### config.mk
export PLATFORM = sky130hd
export DESIGN_NAME = ex_muldiv
export DESIGN_NICKNAME = d
export VERILOG_FILES = /design/src/rtl/ex_muldiv_pkg.sv /design/src/rtl/ex_muldiv_iter.sv /design/src/rtl/ex_muldiv.sv
export SDC_FILE = /design/constraint.sdc
export NUM_CORES = 1
export LEC_CHECK = 0
export CAP_MARGIN = 10
export CORE_AREA = 2 2 191 193
export DETAILED_ROUTE_END_ITERATION = 8
export DIE_AREA = 0 0 193 195
export SLEW_MARGIN = 20
export SYNTH_ARGS = -nofsm -noshare
export SYNTH_HDL_FRONTEND = slang
export SYNTH_HIERARCHICAL = 1
export SYNTH_SLANG_ARGS = --single-unit
### constraint.sdc
create_clock -name clk -period 6.6 [get_ports clk]
set_clock_uncertainty 0.2 [all_clocks]
set_input_delay 0.99 -clock clk [delete_from_list [all_inputs] [get_ports clk]]
set_output_delay 0.99 -clock clk [all_outputs]
set_load 0.05 [all_outputs]
### src/rtl/ex_muldiv_pkg.sv
// Shared encodings and helpers for the iterative M-extension multiply/divide unit.
package ex_muldiv_pkg;

  localparam logic [6:0] FUNCT7_MEXT = 7'b0000001;

  localparam logic [2:0] INST_MUL    = 3'b000;
  localparam logic [2:0] INST_MULH   = 3'b001;
  localparam logic [2:0] INST_MULHSU = 3'b010;
  localparam logic [2:0] INST_MULHU  = 3'b011;
  localparam logic [2:0] INST_DIV    = 3'b100;
  localparam logic [2:0] INST_DIVU   = 3'b101;
  localparam logic [2:0] INST_REM    = 3'b110;
  localparam logic [2:0] INST_REMU   = 3'b111;

  typedef enum logic [1:0] {
    S_IDLE = 2'd0,
    S_CALC = 2'd1,
    S_DONE = 2'd2
  } state_e;

  function automatic logic op1_signed(input logic [2:0] f);
    return (f == INST_MUL) || (f == INST_MULH) || (f == INST_MULHSU) ||
           (f == INST_DIV) || (f == INST_REM);
  endfunction

  function automatic logic op2_signed(input logic [2:0] f);
    return (f == INST_MUL) || (f == INST_MULH) || (f == INST_DIV) || (f == INST_REM);
  endfunction

endpackage

### src/rtl/ex_muldiv_iter.sv
// Magnitude datapath: {hi,lo} is the product / {remainder,quotient} pair, advanced
// BITS_PER_CYCLE bits per step. Exposes the post-step value so the final step can be registered.
module muldiv_iter #(
  parameter int XLEN           = 32,
  parameter int BITS_PER_CYCLE = 1
) (
  input  logic            clk,
  input  logic            arst,
  input  logic            i_load,
  input  logic            i_step,
  input  logic            i_div,
  input  logic [XLEN-1:0] i_a,
  input  logic [XLEN-1:0] i_b,
  output logic [XLEN-1:0] o_hi_nxt,
  output logic [XLEN-1:0] o_lo_nxt
);
  localparam int K = BITS_PER_CYCLE;

  logic [XLEN-1:0]   r_hi, r_lo, r_b;
  logic [XLEN+K-1:0] w_mac;
  logic [XLEN-1:0]   w_mhi, w_mlo, w_dhi, w_dlo;

  // Shift-add: consume K multiplier bits from lo, product bits shift in from the top.
  assign w_mac = {{K{1'b0}}, r_hi} + {{K{1'b0}}, r_b} * {{XLEN{1'b0}}, r_lo[K-1:0]};
  assign w_mhi = w_mac[XLEN+K-1:K];
  assign w_mlo = {w_mac[K-1:0], r_lo[XLEN-1:K]};

  // Restoring divide; remainder stays below the divisor, so bit XLEN of the
  // difference is exactly the borrow.
  always_comb begin
    logic [XLEN:0] w_rem, w_sub;
    w_dhi = r_hi;
    w_dlo = r_lo;
    w_rem = '0;
    w_sub = '0;
    for (int i = 0; i < K; i++) begin
      w_rem = {w_dhi, w_dlo[XLEN-1]};
      w_sub = w_rem - {1'b0, r_b};
      w_dhi = w_sub[XLEN] ? w_rem[XLEN-1:0] : w_sub[XLEN-1:0];
      w_dlo = {w_dlo[XLEN-2:0], ~w_sub[XLEN]};
    end
  end

  assign o_hi_nxt = i_div ? w_dhi : w_mhi;
  assign o_lo_nxt = i_div ? w_dlo : w_mlo;

  always_ff @(posedge clk or posedge arst) begin
    if (arst) begin
      r_hi <= '0;
      r_lo <= '0;
      r_b  <= '0;
    end else if (i_load) begin
      r_hi <= '0;
      r_lo <= i_a;
      r_b  <= i_b;
    end else if (i_step) begin
      r_hi <= o_hi_nxt;
      r_lo <= o_lo_nxt;
    end
  end

endmodule

### src/rtl/ex_muldiv.sv
// Iterative RV32M/RV64M unit beside EX: FSM, sign handling, special cases and the
// registered write-back result. Stalls the pipeline through hold_o while iterating.
module ex_muldiv
  import ex_muldiv_pkg::*;
#(
  parameter int XLEN           = 32,
  parameter int BITS_PER_CYCLE = 1
) (
  input  logic            clk,
  input  logic            arst,
  input  logic            start_i,
  input  logic [2:0]      funct3_i,
  input  logic [XLEN-1:0] op1_i,
  input  logic [XLEN-1:0] op2_i,
  input  logic [4:0]      reg_w_addr_i,
  input  logic            flush_i,
  output logic            hold_o,
  output logic            busy_o,
  output logic            result_valid_o,
  output logic [XLEN-1:0] result_o,
  output logic [4:0]      reg_w_addr_o,
  output logic            reg_w_ena_o
);
  localparam int N  = XLEN / BITS_PER_CYCLE;
  localparam int CW = $clog2(N + 1);
  localparam logic [XLEN-1:0] XMIN = {1'b1, {(XLEN-1){1'b0}}};

  state_e          r_state;
  logic [CW-1:0]   r_cnt;
  logic [2:0]      r_funct3;
  logic [4:0]      r_rd;
  logic            r_neg_q, r_neg_r, r_valid;
  logic [XLEN-1:0] r_result;

  logic            w_accept, w_step, w_s1, w_s2, w_div0, w_ovf;
  logic [XLEN-1:0] w_abs1, w_abs2, w_spec_res, w_hi_nxt, w_lo_nxt, w_final;
  logic [2*XLEN-1:0] w_prod;

  assign w_accept = (r_state == S_IDLE) & start_i & ~flush_i;
  assign w_step   = (r_state == S_CALC) & ~flush_i;

  assign w_s1   = op1_signed(funct3_i) & op1_i[XLEN-1];
  assign w_s2   = op2_signed(funct3_i) & op2_i[XLEN-1];
  assign w_abs1 = w_s1 ? -op1_i : op1_i;
  assign w_abs2 = w_s2 ? -op2_i : op2_i;

  assign w_div0 = funct3_i[2] & (op2_i == '0);
  assign w_ovf  = ((funct3_i == INST_DIV) | (funct3_i == INST_REM)) &
                  (op1_i == XMIN) & (op2_i == '1);
  // funct3[1] separates REM/REMU from DIV/DIVU
  assign w_spec_res = w_div0 ? (funct3_i[1] ? op1_i : '1) : (funct3_i[1] ? '0 : XMIN);

  muldiv_iter #(.XLEN(XLEN), .BITS_PER_CYCLE(BITS_PER_CYCLE)) u_iter (
    .clk      (clk),
    .arst     (arst),
    .i_load   (w_accept),
    .i_step   (w_step),
    .i_div    (r_funct3[2]),
    .i_a      (w_abs1),
    .i_b      (w_abs2),
    .o_hi_nxt (w_hi_nxt),
    .o_lo_nxt (w_lo_nxt)
  );

  assign w_prod = r_neg_q ? -{w_hi_nxt, w_lo_nxt} : {w_hi_nxt, w_lo_nxt};

  always_comb begin
    w_final = '0;
    case (r_funct3)
      INST_MUL:                        w_final = w_prod[XLEN-1:0];
      INST_MULH, INST_MULHSU, INST_MULHU: w_final = w_prod[2*XLEN-1:XLEN];
      INST_DIV:                        w_final = r_neg_q ? -w_lo_nxt : w_lo_nxt;
      INST_DIVU:                       w_final = w_lo_nxt;
      INST_REM:                        w_final = r_neg_r ? -w_hi_nxt : w_hi_nxt;
      default:                         w_final = w_hi_nxt;
    endcase
  end

  always_ff @(posedge clk or posedge arst) begin
    if (arst) begin
      r_state  <= S_IDLE;
      r_cnt    <= '0;
      r_funct3 <= '0;
      r_rd     <= '0;
      r_neg_q  <= 1'b0;
      r_neg_r  <= 1'b0;
      r_valid  <= 1'b0;
      r_result <= '0;
    end else begin
      r_valid <= 1'b0;
      case (r_state)
        S_IDLE: if (w_accept) begin
          r_funct3 <= funct3_i;
          r_rd     <= reg_w_addr_i;
          r_neg_q  <= w_s1 ^ w_s2;
          r_neg_r  <= w_s1;
          r_cnt    <= CW'(N);
          if (w_div0 | w_ovf) begin
            r_result <= w_spec_res;
            r_valid  <= 1'b1;
            r_state  <= S_DONE;
          end else begin
            r_state  <= S_CALC;
          end
        end
        S_CALC: if (flush_i) begin
          r_state <= S_IDLE;
        end else begin
          r_cnt <= r_cnt - 1'b1;
          if (r_cnt == CW'(1)) begin
            r_result <= w_final;
            r_valid  <= 1'b1;
            r_state  <= S_DONE;
          end
        end
        default: r_state <= S_IDLE;
      endcase
    end
  end

  assign hold_o         = w_accept | (r_state == S_CALC);
  assign busy_o         = (r_state != S_IDLE);
  assign result_valid_o = r_valid;
  assign reg_w_ena_o    = r_valid;
  assign result_o       = r_result;
  assign reg_w_addr_o   = r_rd;

endmodule
==> run metrics, run 1 <==
H-tree Lvls=4; gr usage total=37.1%; routed vias=17,000; min Tclk post-route=6350 ps; die area=0.0376 mm2; drt first pass iters=6; min-delay worst type=reg -> reg; Die X=193 um; clock buffer depth=2; simple-gate share of the synthesized area=24.7%; Synth Area in XOR/XNOR=8.54%; post-synthesis adder-cell area fraction=5.85%; WHS=283 ps; Initial Util=44.8%; mux share of post-synthesis cell area=6.61%; Die Span Y=195 um; EDFF count, synth=0; Placed Area=0.0176 mm2; post-synthesis cell type count=100; layout cells sized above 1=8.78%; CTS sink count=147; routability congestion estimate=1.03; number of global-route vias before repair=16,300; TritonCTS clock tree=yes; Hold Fails Final Rpt=0; Max-Cap Viols=0; Ys Warns=6; post-route ant nets=0; WL/cell=26.3 um; post-layout net count=2,311; initial antenna violation count=2; Synth Instances=2,091; post-route insts no fill=2,636; Critical Path Start Type=flop; worst-skew pair later-pin latency=460 ps; Syn Std Cell Area=0.0159 mm2; most frequent cells in the layout=nand2_1, nor2_1, o21ai_0; worst setup path class=reg -> reg; hold-fix buffers at CTS=0; Syn-to-layout area delta=14.7%; cts bufs inserted=17; Yosys reg bits=147; Slew headroom=23.1%; Post-synth ARST share=100%; number of port buffers=116; LEAKAGE=0.00741 uW; Ports=117; fin crit share=96.1%; core area=0.0354 mm2; CP required=6720 ps; number of diodes=0; FP Rows=69; Layout Utilization=51.4%; post-route setup TNS=0 ps; syn_nets=2,240; crit end category=flop; worst-margin pin slew=1150 ps; post-synthesis sequential area ratio=23.2%; commonest non-fill, non-tap cell in the layout=nand2_1; Worst EP arrival=6470 ps; largest family of logic cells by synthesized area=compound AO/OA/AOI/OAI gates; GR Overflow Total=0; unrepaired setup endpoints after global routing=false; Via density=6.46; Power Dens Cells=637 mW/mm2; # DRC=0; f_max=158 MHz; Root Buffer=clkbuf_16; Pins Over Slew Limit=0; design area=0.0182 mm2; VDD IR max=363 uV; DRT iter0 DRCs=1,959; clock-pin slew on the worst setup and hold paths=70 ps; first-pass GRT wire length=104,000 um; largest net degree at the start of global routing=164; syn avg cell area=7.59 um2; Synth Area in Compound Gates=25.5%; CP Max Fanout=11; status=completed; hpwl dp=53,800 um; placed cells=2,602; Main synth FF type=dfrtp_1; final wirelength=69,300 um; Setup-failing EPs final=0
-- stage by stage --
step | total power (uW) | setup WS [ps]
2_1_floorplan | 7410 | 1300
3_3_place_gp | 10200 | 249
3_5_place_dp | 10300 | 58.8
4_1_cts | 11300 | 76.5
5_1_grt | 12300 | 10.2
6_report | 11600 | 254
-- power breakdown --
group          internal, uW  switching (uW)
logic                  3090            5750
clock network           561             458
registers              1280             449
total                  4930            6660
-- state kept, by name, summed over array words and instances (netlist names) --
register / count
r_cnt: 6
r_funct3: 3
r_neg_q: 1
r_neg_r: 1
r_state: 2
reg_w_addr_o: 5
reg_w_ena_o: 1
result_o: 32
u_iter/r_b: 32
u_iter/r_hi: 32
u_iter/r_lo: 32
-- cell usage after synthesis (6+ instances only) --
| cell | number | area (um2) |
|---|---|---|
| inv_1 | 78 | 293 |
| and4_1 | 8 | 70.1 |
| xnor2_1 | 88 | 771 |
| a21boi_0 | 7 | 52.6 |
| o21ai_1 | 10 | 50.1 |
| mux2i_1 | 61 | 611 |
| nand3_1 | 35 | 175 |
| buf_2 | 12 | 60.1 |
| a22oi_1 | 6 | 45.0 |
| nand4_1 | 33 | 206 |
| nand2_1 | 244 | 916 |
| or2_2 | 7 | 43.8 |
| nor2b_1 | 20 | 125 |
| a221oi_1 | 10 | 87.6 |
| ha_1 | 71 | 888 |
| a211o_1 | 9 | 78.8 |
| o31ai_1 | 38 | 285 |
| nand2b_1 | 20 | 125 |
| and3_1 | 16 | 100 |
| or4_1 | 20 | 150 |
| or3_1 | 15 | 93.8 |
| nor2_1 | 186 | 698 |
| and2_1 | 44 | 275 |
| dfrtp_1 | 147 | 3680 |
| a21o_1 | 34 | 255 |
| a31oi_1 | 48 | 300 |
| mux2_2 | 38 | 428 |
| o41ai_1 | 10 | 87.6 |
| buf_1 | 11 | 41.3 |
| o21ai_0 | 171 | 856 |
| a41oi_1 | 6 | 52.6 |
| nor4_1 | 46 | 288 |
| o211ai_1 | 25 | 188 |
| clkbuf_1 | 102 | 383 |
| a31o_2 | 6 | 52.6 |
| a211oi_1 | 20 | 150 |
| nand3b_1 | 7 | 52.6 |
| o22ai_1 | 13 | 81.3 |
| a21oi_1 | 116 | 581 |
| nor3_1 | 51 | 255 |
| nor3b_1 | 6 | 45.0 |
| o221ai_1 | 6 | 52.6 |
| a2111oi_0 | 6 | 52.6 |
| o21a_1 | 16 | 120 |
| xor2_1 | 63 | 552 |
-- cell type report --
class / count / area [um2]
Fill cell: 3525 / 17200
Multi-Input combinational cell: 1729 / 11300
Sequential cell: 147 / 3680
Timing Repair Buffer: 187 / 1710
Tap cell: 461 / 577
Clock buffer: 18 / 429
Inverter: 80 / 310
Clock inverter: 14 / 153
-- per-layer routing --
layer	part of all wire (%)	track usage [%]
met2	41	53.0
met3	11	11.7
met5	0	0
met4	3.0	11.0
met1	44	53.0
-- cell families (layout without fill, tap and decap cells) --
| logic type | Yosys count | count (layout) |
|---|---|---|
| xor gates and xnor gates | 153 | 153 |
| adders and majority gates | 73 | 73 |
| DFF | 147 | 147 |
| AOI/OAI and AO/OA | 616 | 616 |
| and+or+nand+nor | 787 | 787 |
| buffers and inverters | 215 | 299 |
| muxes | 100 | 100 |
-- worst max-delay path, cell delays in order (launching register included) --
cell,delay [ps]
dfrtp_1,390
inv_1,90
ha_1,170
inv_1,50
fa_1,450
a211oi_4,330
nor4_4,110
o31ai_2,370
a21oi_4,140
a41oi_4,300
xnor2_2,250
buf_4,250
o211ai_1,150
o21ai_1,290
or4_1,710
or4_1,630
o41ai_2,390
o32a_1,230
nor2_1,70
o31ai_2,500
a31oi_1,140
-- worst paths after layout --
kind / startpoint / endpoint / slack (ps) / cells past startpoint
max in group asynchronous: arst / u_iter/r_hi[21] / 4110 / 3
worst max-delay path: u_iter/r_lo[31] / result_o[27] / 250 / 20
worst max register to register: u_iter/r_lo[31] / result_o[27] / 250 / 20
worst min register to register: reg_w_addr_o[1] / reg_w_addr_o[1] / 280 / 2
worst min-delay path: reg_w_addr_o[1] / reg_w_addr_o[1] / 280 / 2
min in group asynchronous: arst / u_iter/r_lo[24] / 770 / 2
-- what timing repair did --
item / 4_1_cts / 5_1_grt
gates resized for setup: 0 / 8
setup buffers: 0 / 2
setup endpoints to repair: 0 / 10
endpoints found under the hold margin: 0 / 0
Power figures use the tool's default switching activity.
==> inputs of run 2 (changes only) <==
--- a/config.mk
+++ b/config.mk
@@ -6,9 +6,9 @@
 export NUM_CORES = 1
 export LEC_CHECK = 0
 export CAP_MARGIN = 10
-export CORE_AREA = 2 2 191 193
+export CORE_AREA = 2 2 171 215
 export DETAILED_ROUTE_END_ITERATION = 8
-export DIE_AREA = 0 0 193 195
+export DIE_AREA = 0 0 173 217
 export SLEW_MARGIN = 20
 export SYNTH_ARGS = -nofsm -noshare
 export SYNTH_HDL_FRONTEND = slang
==> constraint.sdc (replaced) <==
create_clock -name clk -period 7.9 [get_ports clk]
set_clock_uncertainty 0.2 [all_clocks]
set_input_delay 1.185 -clock clk [delete_from_list [all_inputs] [get_ports clk]]
set_output_delay 1.185 -clock clk [all_outputs]
set_load 0.05 [all_outputs]
==> run metrics, run 2 (synthesis gave the netlist of run 1 again) <==
status=completed (unchanged); Final WS setup=964 ps (was 254 ps); worst-skew pair later-pin latency=470 ps (was 460 ps); Max-Cap Viols=0 (unchanged); CTS sink count=147 (unchanged); CP max-delay cell=nor4_2 (was or4_1); FP Rows=78 (was 69); post-route setup TNS=0 ps (unchanged); core area=0.0357 mm2 (was 0.0354 mm2); final wirelength=70,700 um (was 69,300 um); unrepaired setup endpoints after global routing=false (unchanged); Die X=173 um (was 193 um); FILL cells=3,612 (was 3,525); Die Span Y=217 um (was 195 um); CP Max Fanout=30 (was 11); most frequent cells in the layout=nand2_1, nor2_1, o21ai_0 (unchanged); cts bufs inserted=17 (unchanged); clock-pin slew on the worst setup and hold paths=70 ps (about the same); layout cells sized above 1=6.96% (was 8.78%); number of diodes=0 (unchanged); f_max=144 MHz (was 158 MHz); CP required=8030 ps (was 6720 ps); Top Family by Delay on Critical Path=compound AO/OA/AOI/OAI gates (unchanged); Hold Fails Final Rpt=0 (unchanged); Slew headroom=18.7% (was 23.1%); H-tree Lvls=4 (unchanged); Via density=6.46 (about the same); GR Overflow Total=0 (unchanged); Setup-failing EPs final=0 (unchanged); drt first pass iters=6 (unchanged); largest net degree at the start of global routing=151 (was 164); Syn-to-layout area delta=12.9% (was 14.7%); commonest non-fill, non-tap cell in the layout=nand2_1 (unchanged); DRT iter0 DRCs=1,532 (was 1,959); Initial Util=44.4% (was 44.8%); die area=0.0375 mm2 (was 0.0376 mm2); Post-CTS Resized=0 (unchanged); first-pass GRT wire length=106,000 um (was 104,000 um); Critical Path Start Type=flop (unchanged); post-route ant nets=0 (unchanged); post-layout net count=2,277 (was 2,311); Root Buffer=clkbuf_16 (unchanged); crit path cell chain=inv_1 -> ha_1 -> inv_1 -> fa_1 -> a211oi_4 -> nor4_4 -> o31ai_2 -> a21oi_4 -> a41oi_4 -> xnor2_2 -> buf_4 -> nand2_1 -> o211ai_1 -> o21ai_1 -> or4_1 -> nor4_2 -> a21oi_1 -> xnor2_1 -> o21ai_0 -> a221oi_1 -> a21oi_1 (was inv_1 -> ha_1 -> inv_1 -> fa_1 -> a211oi_4 -> nor4_4 -> o31ai_2 -> a21oi_4 -> a41oi_4 -> xnor2_2 -> buf_4 -> o211ai_1 -> o21ai_1 -> or4_1 -> or4_1 -> o41ai_2 -> o32a_1 -> nor2_1 -> o31ai_2 -> a31oi_1); # DRC=0 (unchanged); initial antenna violation count=2 (unchanged); hold-fix buffers at CTS=0 (unchanged); Power Total=9470 uW (was 11,600 uW); WP buf/inv=3 (unchanged); LEAKAGE=0.00723 uW (was 0.00741 uW); routed vias=16,900 (was 17,000); worst-margin pin slew=1210 ps (was 1150 ps); Worst EP arrival=7060 ps (was 6470 ps); WHS=286 ps (was 283 ps); hpwl dp=53,900 um (was 53,800 um); post-CTS setup buffers=0 (unchanged); min Tclk post-route=6940 ps (was 6350 ps); routability congestion estimate=1.06 (was 1.03); min-delay worst type=reg -> reg (unchanged); VDD IR max=231 uV (was 363 uV); Ports=117 (unchanged); WL/cell=27.0 um (was 26.3 um); pre-CTS WS=1230 ps (was 58.8 ps); worst setup path class=reg -> reg (unchanged); Power Dens Cells=528 mW/mm2 (was 637 mW/mm2); multi-input logic area=0.0113 mm2 (about the same); flip-flop and latch area=0.00368 mm2 (about the same); largest stage delay on the critical path=990 ps (was 710 ps); number of port buffers=116 (unchanged); TritonCTS clock tree=yes (unchanged); gr usage total=37.4% (was 37.1%); number of global-route vias before repair=16,500 (was 16,300); crit end category=flop (unchanged); clock buffer depth=2 (unchanged); fin crit share=87.8% (was 96.1%); Pins Over Slew Limit=0 (unchanged)
## run 2: cell types whose count changed in the layout (fill, tap and decap cells not counted), sizes merged
cell	previous run	this run
buf	71	37
inv	84	80
clkinvlp	4	5
clkbuf	18	20
clkinv	4	5
## run 2: final cells by class
type                       instances  area share, %
multi-input combinational       1729           63.1
sequential                       147           20.5
timing repair buffer             153           8.10
tap                              480           3.35
clock buffer                      20           2.44
inverter                          80           1.73
clock inverter                    12          0.747
## run 2: routing by layer
layer / GRT usage, % / vias to the layer above / part of all wire [%]
met2: 63.6 / 809 / 47
met4: 27.9 / 2 / 8.5
li1: - / 7730 / -
met1: 42.7 / 8124 / 38
met5: 0 / - / 0.018
met3: 5.68 / 257 / 6.3
## run 2: power breakdown
| group | total, uW | internal [uW] | switching (uW) |
|---|---|---|---|
| logic | 7230 | 2420 | 4810 |
| registers | 1410 | 1070 | 334 |
| clock network | 829 | 464 | 365 |
| total | 9470 | 3960 | 5510 |
## run 2: per-stage QoR
stage	cells	utilization, %	cell area, um2
floorplan	2091	-	15900
global placement	2588	48.5	17300
detailed placement	2589	48.6	17400
CTS	2621	50.2	17900
global route	2621	50.2	17900
finish	2621	50.2	17900
## run 2: worst paths after layout
path	slack (ps)	cells past startpoint	end	from
min	290	2	reg_w_addr_o[1]	reg_w_addr_o[1]
max	960	21	result_o[16]	u_iter/r_lo[31]
max reg2reg	960	21	result_o[16]	u_iter/r_lo[31]
max in group asynchronous	5030	3	u_iter/r_hi[24]	arst
min reg2reg	290	2	reg_w_addr_o[1]	reg_w_addr_o[1]
min in group asynchronous	1150	2	result_o[7]	arst
## run 2: worst reg2reg max path, delay by kind of cell (launching register included)
| family | cells | cell delay (ps) |
|---|---|---|
| DFF | 1 | 400 |
| and+or+nand+nor | 4 | 1960 |
| buffers and inverters | 3 | 560 |
| xor gates and xnor gates | 2 | 440 |
| adders and majority gates | 2 | 630 |
| AOI/OAI and AO/OA | 10 | 2620 |
